$ cat config.mk
export PLATFORM = sky130hd
export DESIGN_NAME = branch_redirect_ctrl
export DESIGN_NICKNAME = d
export VERILOG_FILES = /design/src/rtl/branch_redirect_ctrl_pkg.sv /design/src/rtl/branch_redirect_ctrl_pred_queue.sv /design/src/rtl/branch_redirect_ctrl.sv
export SDC_FILE = /design/constraint.sdc
export NUM_CORES = 1
export LEC_CHECK = 0
export ABC_AREA = 1
export CAP_MARGIN = 20
export CELL_PAD_IN_SITES_DETAIL_PLACEMENT = 1
export CELL_PAD_IN_SITES_GLOBAL_PLACEMENT = 2
export CORE_UTILIZATION = 32
export DETAILED_ROUTE_END_ITERATION = 7
export GPL_TIMING_DRIVEN = 0
export HOLD_SLACK_MARGIN = 0.02
export MAX_ROUTING_LAYER = met4
export PLACE_DENSITY_LB_ADDON = 0.1
export SYNTH_ARGS = -nofsm -noshare
export SYNTH_HDL_FRONTEND = slang
export SYNTH_SLANG_ARGS = --single-unit
$ cat constraint.sdc
create_clock -name clk -period 5.3 [get_ports clk]
set_input_delay 1.06 -clock clk [delete_from_list [all_inputs] [get_ports clk]]
set_output_delay 1.06 -clock clk [all_outputs]
set_load 0.1 [all_outputs]
$ cat src/rtl/branch_redirect_ctrl_pkg.sv
// branch_redirect_ctrl_pkg
//   Shared types for the front-end redirect controller and its prediction queue.
//   - brc_state_e  : controller states (NORMAL, single-cycle FLUSH)
//   - pred_entry_t : one unresolved prediction (predicted next PC + fall-through PC)
//   - pc_plus4     : sequential PC helper, wraps modulo 2^32
package branch_redirect_ctrl_pkg;

  typedef enum logic {
    BRC_NORMAL = 1'b0,
    BRC_FLUSH  = 1'b1
  } brc_state_e;

  typedef struct packed {
    logic [31:0] pred_next;
    logic [31:0] fall;
  } pred_entry_t;

  function automatic logic [31:0] pc_plus4(input logic [31:0] pc);
    return pc + 32'd4;
  endfunction

endpackage

$ cat src/rtl/branch_redirect_ctrl_pred_queue.sv
// pred_queue
//   DEPTH-entry circular FIFO of unresolved predictions (64-bit entries).
//   Ports:
//     clk, rst          : clock, synchronous active-high reset
//     push, push_data   : enqueue an entry (caller guarantees not full)
//     pop               : dequeue the head (caller guarantees not empty)
//     clear             : drop every entry; wins over push/pop
//     head              : current oldest entry (valid when !empty)
//     full, empty       : occupancy flags, derived from the registered count
module pred_queue
  import branch_redirect_ctrl_pkg::*;
#(
  parameter int DEPTH = 4
) (
  input  logic        clk,
  input  logic        rst,
  input  logic        push,
  input  pred_entry_t push_data,
  input  logic        pop,
  input  logic        clear,
  output pred_entry_t head,
  output logic        full,
  output logic        empty
);

  localparam int PTR_W = $clog2(DEPTH);
  localparam int CNT_W = PTR_W + 1;

  pred_entry_t      mem [DEPTH];
  logic [PTR_W-1:0] wr_ptr;
  logic [PTR_W-1:0] rd_ptr;
  logic [CNT_W-1:0] count;

  // Storage carries no reset: entries are only read while count says they are live.
  always_ff @(posedge clk) begin
    if (push && !clear) begin
      mem[wr_ptr] <= push_data;
    end
  end

  // DEPTH is a power of two, so pointers wrap by plain overflow.
  always_ff @(posedge clk) begin
    if (rst || clear) begin
      wr_ptr <= '0;
      rd_ptr <= '0;
      count  <= '0;
    end else begin
      if (push) wr_ptr <= wr_ptr + PTR_W'(1);
      if (pop)  rd_ptr <= rd_ptr + PTR_W'(1);
      case ({push, pop})
        2'b10:   count <= count + CNT_W'(1);
        2'b01:   count <= count - CNT_W'(1);
        default: count <= count;
      endcase
    end
  end

  assign head  = mem[rd_ptr];
  assign full  = (count == CNT_W'(DEPTH));
  assign empty = (count == '0);

endmodule

$ cat src/rtl/branch_redirect_ctrl.sv
// branch_redirect_ctrl
//   Turns decode-stage predictions into fetch redirects, tracks predictions that
//   still need execute resolution, and raises flush + corrected PC on mispredict.
//   Ports:
//     clk, rst                         : clock, synchronous active-high reset
//     dec_valid/pc/taken/target        : prediction from target_gen
//     dec_needs_res                    : BR/JALR (queued); 0 for JAL
//     dec_ready                        : decode handover allowed (registered state only)
//     ex_valid/taken/target            : resolution of the oldest queued prediction
//     redirect_valid, redirect_pc      : registered one-cycle fetch redirect
//     flush                            : registered one-cycle kill of younger work
//     mispred_cnt                      : saturating mispredict counter
module branch_redirect_ctrl
  import branch_redirect_ctrl_pkg::*;
#(
  parameter int DEPTH = 4,
  parameter int CNT_W = 16
) (
  input  logic             clk,
  input  logic             rst,
  input  logic             dec_valid,
  input  logic [31:0]      dec_pc,
  input  logic             dec_taken,
  input  logic [31:0]      dec_target,
  input  logic             dec_needs_res,
  output logic             dec_ready,
  input  logic             ex_valid,
  input  logic             ex_taken,
  input  logic [31:0]      ex_target,
  output logic             redirect_valid,
  output logic [31:0]      redirect_pc,
  output logic             flush,
  output logic [CNT_W-1:0] mispred_cnt
);

  brc_state_e  state_q;
  brc_state_e  state_d;
  pred_entry_t head;
  pred_entry_t push_entry;
  logic        q_full;
  logic        q_empty;
  logic        in_normal;
  logic        accept;
  logic        push;
  logic        pop;
  logic        mispredict;
  logic [31:0] correct_pc;

  assign in_normal = (state_q == BRC_NORMAL);

  // Depends only on registered state so ex_valid never reaches dec_ready.
  assign dec_ready = in_normal && !q_full;
  assign accept    = dec_valid && dec_ready;

  assign pop        = ex_valid && !q_empty && in_normal;
  assign correct_pc = ex_taken ? ex_target : head.fall;
  assign mispredict = pop && (correct_pc != head.pred_next);

  // A same-cycle mispredict marks the decode instruction as wrong-path.
  assign push = accept && dec_needs_res && !mispredict;

  assign push_entry.pred_next = dec_taken ? dec_target : pc_plus4(dec_pc);
  assign push_entry.fall      = pc_plus4(dec_pc);

  pred_queue #(
    .DEPTH(DEPTH)
  ) u_pred_queue (
    .clk      (clk),
    .rst      (rst),
    .push     (push),
    .push_data(push_entry),
    .pop      (pop),
    .clear    (mispredict),
    .head     (head),
    .full     (q_full),
    .empty    (q_empty)
  );

  always_ff @(posedge clk) begin
    if (rst) begin
      state_q <= BRC_NORMAL;
    end else begin
      state_q <= state_d;
    end
  end

  // FLUSH is a single bubble cycle; nothing from decode or execute is taken in it.
  always_comb begin
    state_d = state_q;
    case (state_q)
      BRC_NORMAL: if (mispredict) state_d = BRC_FLUSH;
      BRC_FLUSH:  state_d = BRC_NORMAL;
      default:    state_d = BRC_NORMAL;
    endcase
  end

  // redirect_pc holds its last value when no redirect is issued.
  always_ff @(posedge clk) begin
    if (rst) begin
      redirect_valid <= 1'b0;
      redirect_pc    <= '0;
      flush          <= 1'b0;
      mispred_cnt    <= '0;
    end else begin
      redirect_valid <= mispredict || (accept && dec_taken);
      flush          <= mispredict;
      if (mispredict) begin
        redirect_pc <= correct_pc;
        if (!(&mispred_cnt)) mispred_cnt <= mispred_cnt + CNT_W'(1);
      end else if (accept && dec_taken) begin
        redirect_pc <= dec_target;
      end
    end
  end

endmodule

==> results of run 1 <==
-- worst min-delay path: cells and delay by family (launching register included) --
family	cells	cell delay, ns
AND/OR/NAND/NOR	1	0.07
AO/OA/AOI/OAI	1	0.06
flip-flops	1	0.31
-- cell usage in the layout (no fill, tap or decap), types with 6 or more instances in the layout --
cell type	instances
nor2_1	126
buf_16	7
xor2_1	22
xnor2_1	21
inv_1	238
clkinv_2	6
buf_4	21
buf_6	11
clkbuf_16	42
o21ai_1	12
or2_2	10
nand3_1	175
clkinv_1	10
clkdlybuf4s50_1	152
buf_2	31
nand3b_1	6
ha_1	7
nand4_1	21
nand2_1	667
dfxtp_1	60
or2_1	11
o211ai_1	10
edfxtp_1	256
o21ai_0	45
a21oi_1	34
clkbuf_8	6
nor3_1	15
clkbuf_1	35
nor2_2	10
-- power breakdown --
part	internal [mW]	total, mW	leakage [nW]	switching, mW
registers	2.93	3.02	2.82	0.0914
clock network	1.58	2.66	0.628	1.08
logic	0.892	3.25	4.78	2.35
-- sequential cells by signal (all words and copies together) (netlist names), 2 cells and up, named ones only --
signal	count
mispred_cnt	16
redirect_pc	32
u_pred_queue.count	3
u_pred_queue.mem	256
u_pred_queue.rd_ptr	2
u_pred_queue.wr_ptr	2
-- layout make-up --
type	count	area, µm²
fillers	5614	28410
flip-flops and latches	316	8889
multi-input cells	1208	5463
repair buffers	173	1882
clock buffers	59	1175
inverters	245	922.1
well taps	656	820.8
plain buffers	84	483.0
clock inverters	14	98.84
-- what timing repair did --
item | in CTS | in global routing
hold endpoints to repair | 0 | 0
setup buffers | 1 | 7
cloned | 0 | 0
endpoints found under the setup margin | 100 | 42
pin swaps | 1 | 3
resized for setup | 2 | 0
hold buffers | 0 | 0
-- stage by stage --
stage | instance area [µm²] | setup TNS [ns] | hold WS (ns)
global route | 19730 | 0 | 0.5028
global placement | 18070 | -1330.39 | 0.4735
detailed placement | 18400 | -123.18 | 0.4772
finish | 19730 | 0 | 0.4839
CTS | 19680 | 0 | 0.4847
floorplan | 15720 | -147.46 | 0.4522
-- how the worst max path moves through the flow --
stage | from | endpoint
detailed placement | ex_taken | u_pred_queue.mem[1][31]
global placement | ex_taken | u_pred_queue.mem[1][31]
floorplan | u_pred_queue.count[1] | u_pred_queue.mem[0][0]
CTS | ex_taken | u_pred_queue.mem[2][28]
global route | ex_taken | u_pred_queue.count[2]
finish | ex_taken | u_pred_queue.count[2]
-- metal layers --
layer / global-route usage (%) / share of wire (%) / up-vias
met5: - / 0 / -
met1: 30.01 / 44 / 6395
met3: 3.030 / 3.4 / 93
met4: 8.970 / 3.6 / 0
met2: 41.53 / 49 / 254
li1: - / - / 6362
-- cell usage after synthesis, types with 3 or more instances --
cell	n	share of area, %
or2_2	10	0.40
or2_1	11	0.44
nand4_1	21	0.84
a21oi_1	34	1.1
buf_4	12	0.57
nor3_1	15	0.48
o211ai_1	10	0.48
o21ai_0	45	1.4
edfxtp_1	256	49
nor2_2	10	0.40
buf_6	11	0.79
clkbuf_1	25	0.60
xor2_1	22	1.2
mux2i_1	3	0.19
xnor2_1	21	1.2
buf_1	6	0.14
dfxtp_1	60	7.6
inv_1	238	5.7
o21ai_1	12	0.38
buf_2	30	0.95
nand3b_1	6	0.29
nand3_1	175	5.6
nor2_1	130	3.1
nand2_1	667	16
clkinv_1	4	0.095
ha_1	7	0.56
-- cells by family after synthesis --
kind of cell | synth area share, %
and+or+nand+nor | 27.82
buffers and inverters | 8.920
DFF | 56.53
AOI/OAI and AO/OA | 3.461
xor gates and xnor gates | 2.395
adders and majority gates | 0.6843
muxes | 0.1910
==> summary.md, run 1 <==
| Metric | Value |
|---|---|
| Most used flip-flop cell after synthesis | edfxtp_1 |
| Total nets after synthesis | a little under 2k |
| Number of nets in the final layout | approximately 2.2k |
| Signal arrival time at the worst endpoint | between 5 and 6 ns |
| Crit path required time | 5.73 ns |
| Placed Cells | between 2k and 3k |
| Depth of the worst register-to-register path | 19 |
| Maximum fanout along the worst path | 10 |
| Reported max-cap violation count | 0 |
| Path class of the lowest-slack min-delay path | reg2reg |
| Hold violation total from the final report | 0 |
| Worst Path Class, Setup | in2reg |
| Number of DRC violations after detailed routing | 0 |
| Kind of end point of the critical path | flip-flop |
| First-pass GRT wire length | 85990 µm |
| Startpoint type of the worst setup path | primary input |
| Root buffer selected by CTS | clkbuf_16 |
| Crit path max-delay family | buffers and inverters |
| Fin. max-slew vios | 0 |
| Layout Skew | 0.02918 ns |
| Most prevalent standard cell on the critical path | nand2_1 |
| Highest clock rate | about 210 MHz |
| Clock H-tree levels | 2 |
| Cell count after synthesis | about 1.9k |
| Die Height | about 220 µm |
| Number of DRC markers in iteration 0 | between 600 and 700 |
| Count of state elements after synthesis | 316 |
| Number of global-route vias before repair | approximately 14k |
| Die Footprint | 50030 µm² |
| Mapped cell area | about 16000 µm² |
| Synth unique cells | 35 |
| Clock slew at reported path FFs | 0.05 ns |
| Clk sinks | between 300 and 400 |
| Maximum number of pins on one net before global-route repair | 25 |
| Average size of a mapped cell | between 8 and 9 µm² |
| Setup violators final | 0 |
| Worst reg2reg setup slack | 1.06 ns |
| Minimum period implied by the final worst setup slack | roughly 4.9 ns |
| Total routed wirelength | about 60000 µm |
| Worst hold path cell count | 2 |
| Pleak | roughly 8.2 nW |
| Seq/Total Area, Yosys | a little under three fifths |
| Worst setup slack before clock tree synthesis | -0.8034 ns |
| Detail-routed net length per standard cell | between 20 and 25 µm |
| Worst r2r dst | u_pred_queue.count[1] |
| Clock latency on the worst-skew pair | between 0.5 and 0.6 ns |
| Clk buf depth | 3 |
| Start point of the worst min-delay path | redirect_pc[10] |
| Half-perimeter wire length of the detailed placement result | between 40000 and 50000 µm |
| Yosys Warn Count | 0 |
| Buffer and inverter count on the worst path | 5 |
| Via density per instance | roughly 4.8 |
| Hold-critical path endpoint | redirect_pc[10] |
| Effective utilization at floorplan | 32.66% |
| CTS Buf Count | 40 |
| Number of top-level pins | 154 |
| Final cycle utilization of the critical path | between 90% and 100% |
| Final core occ | around two fifths |
| Number of cells on the critical path | 21 |
| Async set-or-reset flop fraction in the synthesized netlist | 0% |
| Horizontal die dimension | between 200 and 250 µm |
| Area Growth Syn to Fin | 25.50% |
| Floorplan row count | 80 |
| Overflow left after global routing | 0 |
| Headroom to the max-slew limit | approximately 28% |
| Cells traversed along the worst timing path | clkdlybuf4s50_1, inv_2, clkbuf_1, buf_2, nand3_1, nand3b_1, nand2_1, nand2_1, nor2_1, nand2_1, nor2_1, nand2_1, nand2_4, nand2_1, ha_1, inv_1, fa_1, o21ai_0, a21oi_1, xnor2_1, nor2_1 |
| Detailed Routing Iterations Pass 1 | 5 |
| Peak VDD IR | ~0.29 mV |
| Number of enable flip-flop cells after synthesis | between 200 and 300 |
| Final setup slack of the worst path | ~0.45 ns |
| Status | finished, final reports clean |
| Total track usage | between 20% and 30% |
| Pwr Total | 8.925 mW |
| Slowest stage delay, CP | approximately 0.6 ns |
| Final antenna diode count | 0 |
| I/O Buffers | 152 |
| Antenna violations before repair | 0 |
| Transition at the pin with the smallest max-transition slack | about 1.1 ns |
| Via Count | approximately 13k |
| Areal power density over the cells | around 450 nW/µm² |
| TritonCTS clock tree | yes |
| Number of nets still failing antenna checks after routing | 0 |
| Critical Path Slowest Stage Cell | clkdlybuf4s50_1 |
| Placer congestion estimate | roughly 0.84 |
| Post-Layout Cell Count | 2755 |
| Fraction of final layout cells with drive strength greater than 1 | just under 8% |
| Placeable core region | 48150 µm² |
| Unrepaired setup endpoints after global routing | false |
Note: power is estimated with default switching activity, not from simulation.
==> inputs of run 2 (changes only) <==
--- a/config.mk
+++ b/config.mk
@@ -6,7 +6,6 @@
 export NUM_CORES = 1
 export LEC_CHECK = 0
 export ABC_AREA = 1
-export CAP_MARGIN = 20
 export CELL_PAD_IN_SITES_DETAIL_PLACEMENT = 1
 export CELL_PAD_IN_SITES_GLOBAL_PLACEMENT = 2
 export CORE_UTILIZATION = 32
==> summary.md, run 2 (synthesis gave the netlist of run 1 again) <==
| Metric | Value |
|---|---|
| Worst Path Class, Setup | in2reg |
| Number of DRC markers in iteration 0 | 687 (+14%) |
| CTS Buf Count | 40 (unchanged) |
| Startpoint type of the worst setup path | primary input |
| Kind of end point of the critical path | flip-flop |
| Total routed wirelength | 58690 µm (-0.17%) |
| Worst hold slack after final layout | 0.4784 ns (-0.005462 ns) |
| Worst hold path cell count | 2 (unchanged) |
| Most common library cell in the layout ignoring fill and taps | nand2_1 |
| Status | finished, final reports clean |
| Registers with the highest flip-flop counts | u_pred_queue.mem (256), redirect_pc (32), mispred_cnt (16) |
| Clock slew at reported path FFs | 0.05 ns (about the same) |
| Clock latency on the worst-skew pair | 0.57 ns (about the same) |
| Headroom to the max-slew limit | 23.05% (-5.1 points) |
| Signal arrival time at the worst endpoint | 5.30 ns (about the same) |
| Floorplan row count | 80 (unchanged) |
| Effective utilization at floorplan | 32.66% (unchanged) |
| Number of global-route vias before repair | 13.61k (-0.22%) |
| Worst reg2reg setup slack | 0.74 ns (-0.32 ns) |
| Peak VDD IR | 0.2723 mV (-5.4%) |
| Final antenna diode count | 0 (unchanged) |
| Pwr Total | 8.836 mW (-0.99%) |
| Buffer and inverter count on the worst path | 6 (+1) |
| Final cycle utilization of the critical path | 95.23% (+3.6 points) |
| Setup violators final | 0 (unchanged) |
| Number of DRC violations after detailed routing | 0 (unchanged) |
| Reported max-cap violation count | 0 (unchanged) |
| Via Count | 13.13k (+0.16%) |
| Areal power density over the cells | 449.2 nW/µm² (-0.68%) |
| Crit path max-delay family | simple AND/OR/NAND/NOR gates |
| Final core occ | 40.86% (-0.13 points) |
| Total track usage | 24.53% (about the same) |
| Pleak | 8.192 nW (-0.38%) |
| Leading cell types in the layout, fill and taps excluded | 667 x nand2_1, 256 x edfxtp_1, 238 x inv_1, 175 x nand3_1, 152 x clkdlybuf4s50_1 |
| Crit path required time | 5.55 ns (-0.18 ns) |
| Fraction of final layout cells with drive strength greater than 1 | 7.535% (-0.18 points) |
| Cells traversed along the worst timing path | clkdlybuf4s50_1, inv_2, buf_1, nand2_1, nand3_1, nand2_1, inv_1, nand2_1, nor2_1, nand2_1, nor2_1, nand2_1, nand2_4, nand2_1, nor2_4, buf_16, buf_12 |
| Die Height | 223.7 µm (unchanged) |
| FILL cells | 5589 (-0.45%) |
| Placer congestion estimate | 0.8423 (unchanged) |
| Hold-critical path endpoint | redirect_pc[9] |
| Path class of the lowest-slack min-delay path | reg2reg |
| Via density per instance | 4.768 (+0.23%) |
| Maximum fanout along the worst path | 24 (+14) |
| Minimum period implied by the final worst setup slack | 5.047 ns (+0.1925 ns) |
| Clk sinks | 316 (unchanged) |
| Overflow left after global routing | 0 (unchanged) |
| Register ranked first by flip-flop count | u_pred_queue.mem |
| Clock H-tree levels | 2 (unchanged) |
| Unrepaired setup endpoints after global routing | false |
| Slowest stage delay, CP | 0.61 ns (about the same) |
| Half-perimeter wire length of the detailed placement result | 44180 µm (-0.25%) |
| Fin. max-slew vios | 0 (unchanged) |
| Critical Path Slowest Stage Cell | clkdlybuf4s50_1 |
| Placeable core region | 48150 µm² (unchanged) |
| Detailed Routing Iterations Pass 1 | 5 (unchanged) |
| Root buffer selected by CTS | clkbuf_16 |
| Worst r2r dst | u_pred_queue.mem[0][7] |
| Maximum number of pins on one net before global-route repair | 25 (unchanged) |
| TritonCTS clock tree | yes |
| Depth of the worst register-to-register path | 18 (-1) |
| Detail-routed net length per standard cell | 21.32 µm (-0.10%) |
| Hold violation total from the final report | 0 (unchanged) |
| Most prevalent standard cell on the critical path | nand2_1 |
| Area Growth Syn to Fin | 25.10% |
| Transition at the pin with the smallest max-transition slack | 1.145 ns (+0.07160 ns) |
| Final total negative setup slack | 0 ns (unchanged) |
| First-pass GRT wire length | 86030 µm (about the same) |
| Highest clock rate | 198.1 MHz (-3.8%) |
| Die Footprint | 50030 µm² (unchanged) |
| Antenna violations before repair | 0 (unchanged) |
| Start point of the worst min-delay path | redirect_pc[9] |
| Clk buf depth | 3 (unchanged) |
| Number of nets still failing antenna checks after routing | 0 (unchanged) |
| Number of nets in the final layout | 2176 (-0.14%) |
| Layout Skew | 0.03020 ns (+0.001016 ns) |
| I/O Buffers | 152 (unchanged) |
| Number of top-level pins | 154 (unchanged) |
| Horizontal die dimension | 223.7 µm (unchanged) |
| Flip-flop count of the largest register after layout | 256 (unchanged) |
[run 2: cell count changes in the layout (fill, tap and decap cells not counted), sizes merged]
cell	delta
buf	-4
bufinv	-1
clkinv	+3
[run 2: through the flow]
stage          setup WS [ns]  std cells  instance area, µm²
2_1_floorplan        -0.5760       1853               15720
3_3_place_gp          -5.249       2661               18070
3_5_place_dp         -0.8095       2673               18390
4_1_cts              0.04534       2748               19630
5_1_grt              0.03345       2753               19670
6_report              0.2529       2753               19670
[run 2: what timing repair did]
item | CTS | global route
pin swaps | 1 | 2
setup buffers | 1 | 5
endpoints found under the hold margin | 0 | 0
resized for setup | 2 | 3
hold buffers | 0 | 0
gates cloned | 0 | 0
setup endpoints to repair | 100 | 87
[run 2: routing by layer]
| metal | GRT usage (%) | up-vias | share of wire (%) |
|---|---|---|---|
| li1 | - | 6361 | - |
| met3 | 2.269 | 72 | 3.4 |
| met4 | 8.109 | 0 | 2.8 |
| met2 | 42.46 | 246 | 50 |
| met5 | - | - | 0 |
| met1 | 30.05 | 6446 | 44 |
[run 2: final cells by class]
| cell class | instances | area [µm²] | area share [%] |
|---|---|---|---|
| sequential | 316 | 8889 | 45.19 |
| multi-input combinational | 1208 | 5463 | 27.77 |
| timing repair buffer | 170 | 1859 | 9.452 |
| clock buffer | 58 | 1151 | 5.852 |
| inverter | 245 | 922.1 | 4.688 |
| tap | 656 | 820.8 | 4.173 |
| buffer | 84 | 485.5 | 2.468 |
| clock inverter | 16 | 80.08 | 0.4071 |
[run 2: worst max-delay path by stage]
stage,start,end,depth (start not counted)
floorplan,u_pred_queue.count[1],u_pred_queue.mem[0][0],6
finish,ex_taken,u_pred_queue.mem[0][7],17
global placement,ex_taken,u_pred_queue.mem[1][31],15
CTS,ex_taken,u_pred_queue.mem[2][28],19
detailed placement,ex_taken,u_pred_queue.mem[1][31],18
global route,ex_taken,u_pred_queue.mem[0][11],17
[run 2: worst min-delay path: cells and delay by family, from the launching register on]
family / cells / cell delay [ns]
AOI/OAI and AO/OA: 1 / 0.06
DFF: 1 / 0.30
and+or+nand+nor: 1 / 0.07
[run 2: power by group]
group          internal (mW)  total [mW]  switching, mW
combinational          0.884        3.24           2.36
clock                   1.50        2.57           1.07
sequential              2.93        3.02         0.0913
total                   5.32        8.84           3.52
==> inputs of run 3 (changes only) <==
--- a/config.mk
+++ b/config.mk
@@ -16,4 +16,5 @@
 export PLACE_DENSITY_LB_ADDON = 0.1
 export SYNTH_ARGS = -nofsm -noshare
 export SYNTH_HDL_FRONTEND = slang
+export SYNTH_HIERARCHICAL = 1
 export SYNTH_SLANG_ARGS = --single-unit
==> summary.md, run 3 <==
| Metric | Value |
|---|---|
| Status | finished, final reports clean |
| Hold violation total from the final report | 0 (unchanged) |
| Number of DRC markers in iteration 0 | 770 (+12%) |
| Floorplan row count | 78 (-2.5%) |
| Sequential fraction of design power | 35.8% (+1.6 points) |
| Die Footprint | 47260 µm² (-5.5%) |
| Flip-flop count of the largest register after layout | 256 (unchanged) |
| Effective utilization at floorplan | 32.58% (-0.083 points) |
| Clock H-tree levels | 2 (unchanged) |
| Via density per instance | 4.981 (+4.5%) |
| Worst Path Class, Setup | reg2reg |
| Count of state elements after synthesis | 316 (unchanged) |
| I/O Buffers | 151 (-0.66%) |
| Placeable core region | 45580 µm² (-5.3%) |
| Detailed Routing Iterations Pass 1 | 5 (unchanged) |
| Crit path required time | 5.55 ns (about the same) |
| Final total negative setup slack | 0 ns (unchanged) |
| Post-Layout Cell Count | 2416 (-12%) |
| Highest clock rate | 198.3 MHz (about the same) |
| TritonCTS clock tree | yes |
| Share of Yosys cell area claimed by the top area cell type | 51.78% (+2.9 points) |
| Path class of the lowest-slack min-delay path | reg2reg |
| Number of global-route vias before repair | 12.60k (-7.4%) |
| Areal power density over the cells | 462.0 nW/µm² (+2.8%) |
| Number of nets in the final layout | 1899 (-13%) |
| Part of the total power dissipated in combinational logic | 35.5% (-1.2 points) |
| Worst reg2reg setup slack | 0.26 ns (-0.48 ns) |
| Synth unique cells | 33 (-5.7%) |
| Placed Cells | 2345 (-12%) |
| Maximum number of pins on one net before global-route repair | 26 (+4.0%) |
| Pwr Total | 8.558 mW (-3.2%) |
| Mapped cell area | 14850 µm² (-5.6%) |
| Top post-synthesis cells by count | 377 x nand2_1, 256 x edfxtp_1, 237 x nor2_1 |
| Cell accounting for the most synthesized area | edfxtp_1 |
| Fin. max-slew vios | 0 (unchanged) |
| Via Count | 12.03k (-8.3%) |
| Number of DRC violations after detailed routing | 0 (unchanged) |
| Startpoint type of the worst setup path | flip-flop |
| Half-perimeter wire length of the detailed placement result | 40110 µm (-9.2%) |
| Hold-critical path endpoint | u_pred_queue/rd_ptr[1] |
| Worst r2r dst | u_pred_queue/mem[1][17] |
| Signal arrival time at the worst endpoint | 5.29 ns (about the same) |
| Hold buffers post-CTS | 0 (unchanged) |
| Start point of the worst min-delay path | u_pred_queue/rd_ptr[1] |
| Registers with the highest flip-flop counts | u_pred_queue/mem (256), redirect_pc (32), mispred_cnt (16) |
| Kind of end point of the critical path | flip-flop |
| Unrepaired setup endpoints after global routing | false |
| Total routed wirelength | 54560 µm (-7.0%) |
| Internal power summed over all cells | 5.259 mW (-1.1%) |
| Area Growth Syn to Fin | 24.77% |
| Reported max-cap violation count | 0 (unchanged) |
| Final cycle utilization of the critical path | 95.16% (about the same) |
| Total nets after synthesis | 1695 (-14%) |
| Worst hold path cell count | 1 (-1) |
| Cell count after synthesis | 1584 (-15%) |
| Switching power as a share of total power | 38.55% (-1.3 points) |
| Minimum period implied by the final worst setup slack | 5.043 ns (-0.003625 ns) |
| Pleak | 7.024 nW (-14%) |
| Number of enable flip-flop cells after synthesis | 256 (unchanged) |
| Peak VDD IR | 0.3138 mV (+15%) |
| Yosys Warn Count | 6 (+6) |
| Clock slew at reported path FFs | 0.05 ns (about the same) |
| Clock network fraction of design power | 28.7% (-0.4 points) |
| Clock latency on the worst-skew pair | 0.55 ns (-0.02 ns) |
| Transition at the pin with the smallest max-transition slack | 1.015 ns (-0.1301 ns) |
| Number of nets still failing antenna checks after routing | 0 (unchanged) |
| Setup violators final | 0 (unchanged) |
| Seq/Total Area, Yosys | 59.87% (+3.3 points) |
| Overflow left after global routing | 0 (unchanged) |
| Cells taking the most area after synthesis | edfxtp_1 52%, nand2_1 9.5%, dfxtp_1 8.1%, nor2_1 6.0%, o21ai_0 3.2% |
| Placer congestion estimate | 0.8431 (about the same) |
| Clk buf depth | 3 (unchanged) |
| Die Height | 217.4 µm (-2.8%) |
| Async set-or-reset flop fraction in the synthesized netlist | 0% (unchanged) |
| Detail-routed net length per standard cell | 22.58 µm (+5.9%) |
| First-pass GRT wire length | 79290 µm (-7.8%) |
| Most used flip-flop cell after synthesis | edfxtp_1 |
| Leading cell types in the layout, fill and taps excluded | 377 x nand2_1, 256 x edfxtp_1, 233 x nor2_1, 151 x clkdlybuf4s50_1, 114 x inv_1 |
| Headroom to the max-slew limit | 32.09% (+9.0 points) |
| Fraction of final layout cells with drive strength greater than 1 | 6.993% (-0.54 points) |
| Root buffer selected by CTS | clkbuf_16 |
| Post-route cell area | 18520 µm² (-5.8%) |
| Layout Skew | 0.01718 ns (-0.01302 ns) |
| Most frequent cell after synthesis | nand2_1 |
| Number of top-level pins | 154 (unchanged) |
| Depth of the worst register-to-register path | 21 (+3) |
| Register ranked first by flip-flop count | u_pred_queue/mem |
| Most common library cell in the layout ignoring fill and taps | nand2_1 |
| Final antenna diode count | 0 (unchanged) |
| CTS Buf Count | 38 (-5.0%) |
| Maximum fanout along the worst path | 25 (+4.2%) |
| Net load switching power | 3.299 mW (-6.2%) |
| Clk sinks | 316 (unchanged) |
| Total track usage | 23.86% (-0.67 points) |
| Horizontal die dimension | 217.4 µm (-2.8%) |
| Placed standard-cell area | 17350 µm² (-5.7%) |
| Antenna violations before repair | 0 (unchanged) |
| Average size of a mapped cell | 9.373 µm² (+10%) |
==> run 3: cell count changes in the layout (fill, tap and decap cells not counted), sizes merged, moves of 64 or more <==
cell	change
nand2	-289
o22ai	+64
inv	-124
o21ai	+95
nor2	+108
nand3	-92
==> run 3: metal layers <==
| layer | vias to the layer above | share of wire, % | global-route usage (%) |
|---|---|---|---|
| met3 | 70 | 3.5 | 2.795 |
| li1 | 5768 | - | - |
| met5 | - | 0 | - |
| met1 | 5980 | 45 | 29.73 |
| met2 | 216 | 49 | 40.43 |
| met4 | 0 | 2.6 | 7.347 |
==> run 3: area by class of cell <==
type                       instances  area, µm²
buffer                            81      508.0
clock buffer                      47       1006
clock inverter                    21      143.9
fill                            5185      27050
inverter                         118      447.9
multi-input combinational       1070       5045
sequential                       316       8889
tap                              600      750.7
timing repair buffer             163       1734
==> run 3: cells by family after synthesis <==
logic type                 Yosys count  synth area share (%)
buffers and inverters              199                 6.396
xor gates and xnor gates            41                 2.419
and+or+nand+nor                    768                 21.56
DFF                                316                 59.87
adders and majority gates            8                0.7247
AOI/OAI and AO/OA                  252                 9.034
==> run 3: how the worst max path moves through the flow <==
stage	endpoint	slack, ns	start
finish	u_pred_queue/mem[1][17]	0.26	flip-flop
floorplan	u_pred_queue/mem[0][0]	-0.66	ex_taken
detailed placement	u_pred_queue/mem[2][19]	-0.12	flip-flop
global placement	u_pred_queue/mem[3][17]	-4.67	flip-flop
CTS	u_pred_queue/mem[0][46]	0.06	flip-flop
global route	u_pred_queue/mem[1][17]	0.05	flip-flop
==> run 3: critical path, cell delays in order, from the launching register on <==
cell and delay [ns]:
dfxtp_1 0.46, buf_6 0.19, clkbuf_1 0.64, nor2_1 0.11, o22ai_1 0.28, inv_1 0.09
nand2_1 0.08, nand3_1 0.08, nor2_1 0.25, nand2_1 0.13, nor2_1 0.14, nand2_2 0.17
nand2_4 0.20, buf_4 0.22, nand2_1 0.07, nor2_1 0.09, inv_1 0.11, or2_2 0.42
nor2_4 0.28, buf_12 0.24, buf_12 0.23, buf_16 0.20
==> run 3: stage by stage <==
stage                     hold slack [ns]  util [%]  setup WS (ns)
after detailed placement           0.4370     38.06        -0.1151
after CTS                          0.4452     40.60        0.06445
after global routing               0.4714     40.64        0.05450
after floorplan                    0.4116         -        -0.6650
final                              0.4449     40.64         0.2565
after global placement             0.4298     37.54         -4.666
==> run 3: timing repair <==
action                                  4_1_cts  5_1_grt
endpoints found under the setup margin       41       82
cloned                                        0        1
pin swaps                                     1        2
gates resized for setup                       1        8
buffers inserted                              1        1
==> run 3: power groups by stage <==
stage               registers, mW  logic, mW  clock network (mW)
floorplan                    3.69       1.41                   0
global placement             3.15       2.96                   0
detailed placement           3.12       3.06                   0
CTS                          3.07       3.07                2.52
global route                 3.09       3.28                2.60
finish                       3.06       3.04                2.46
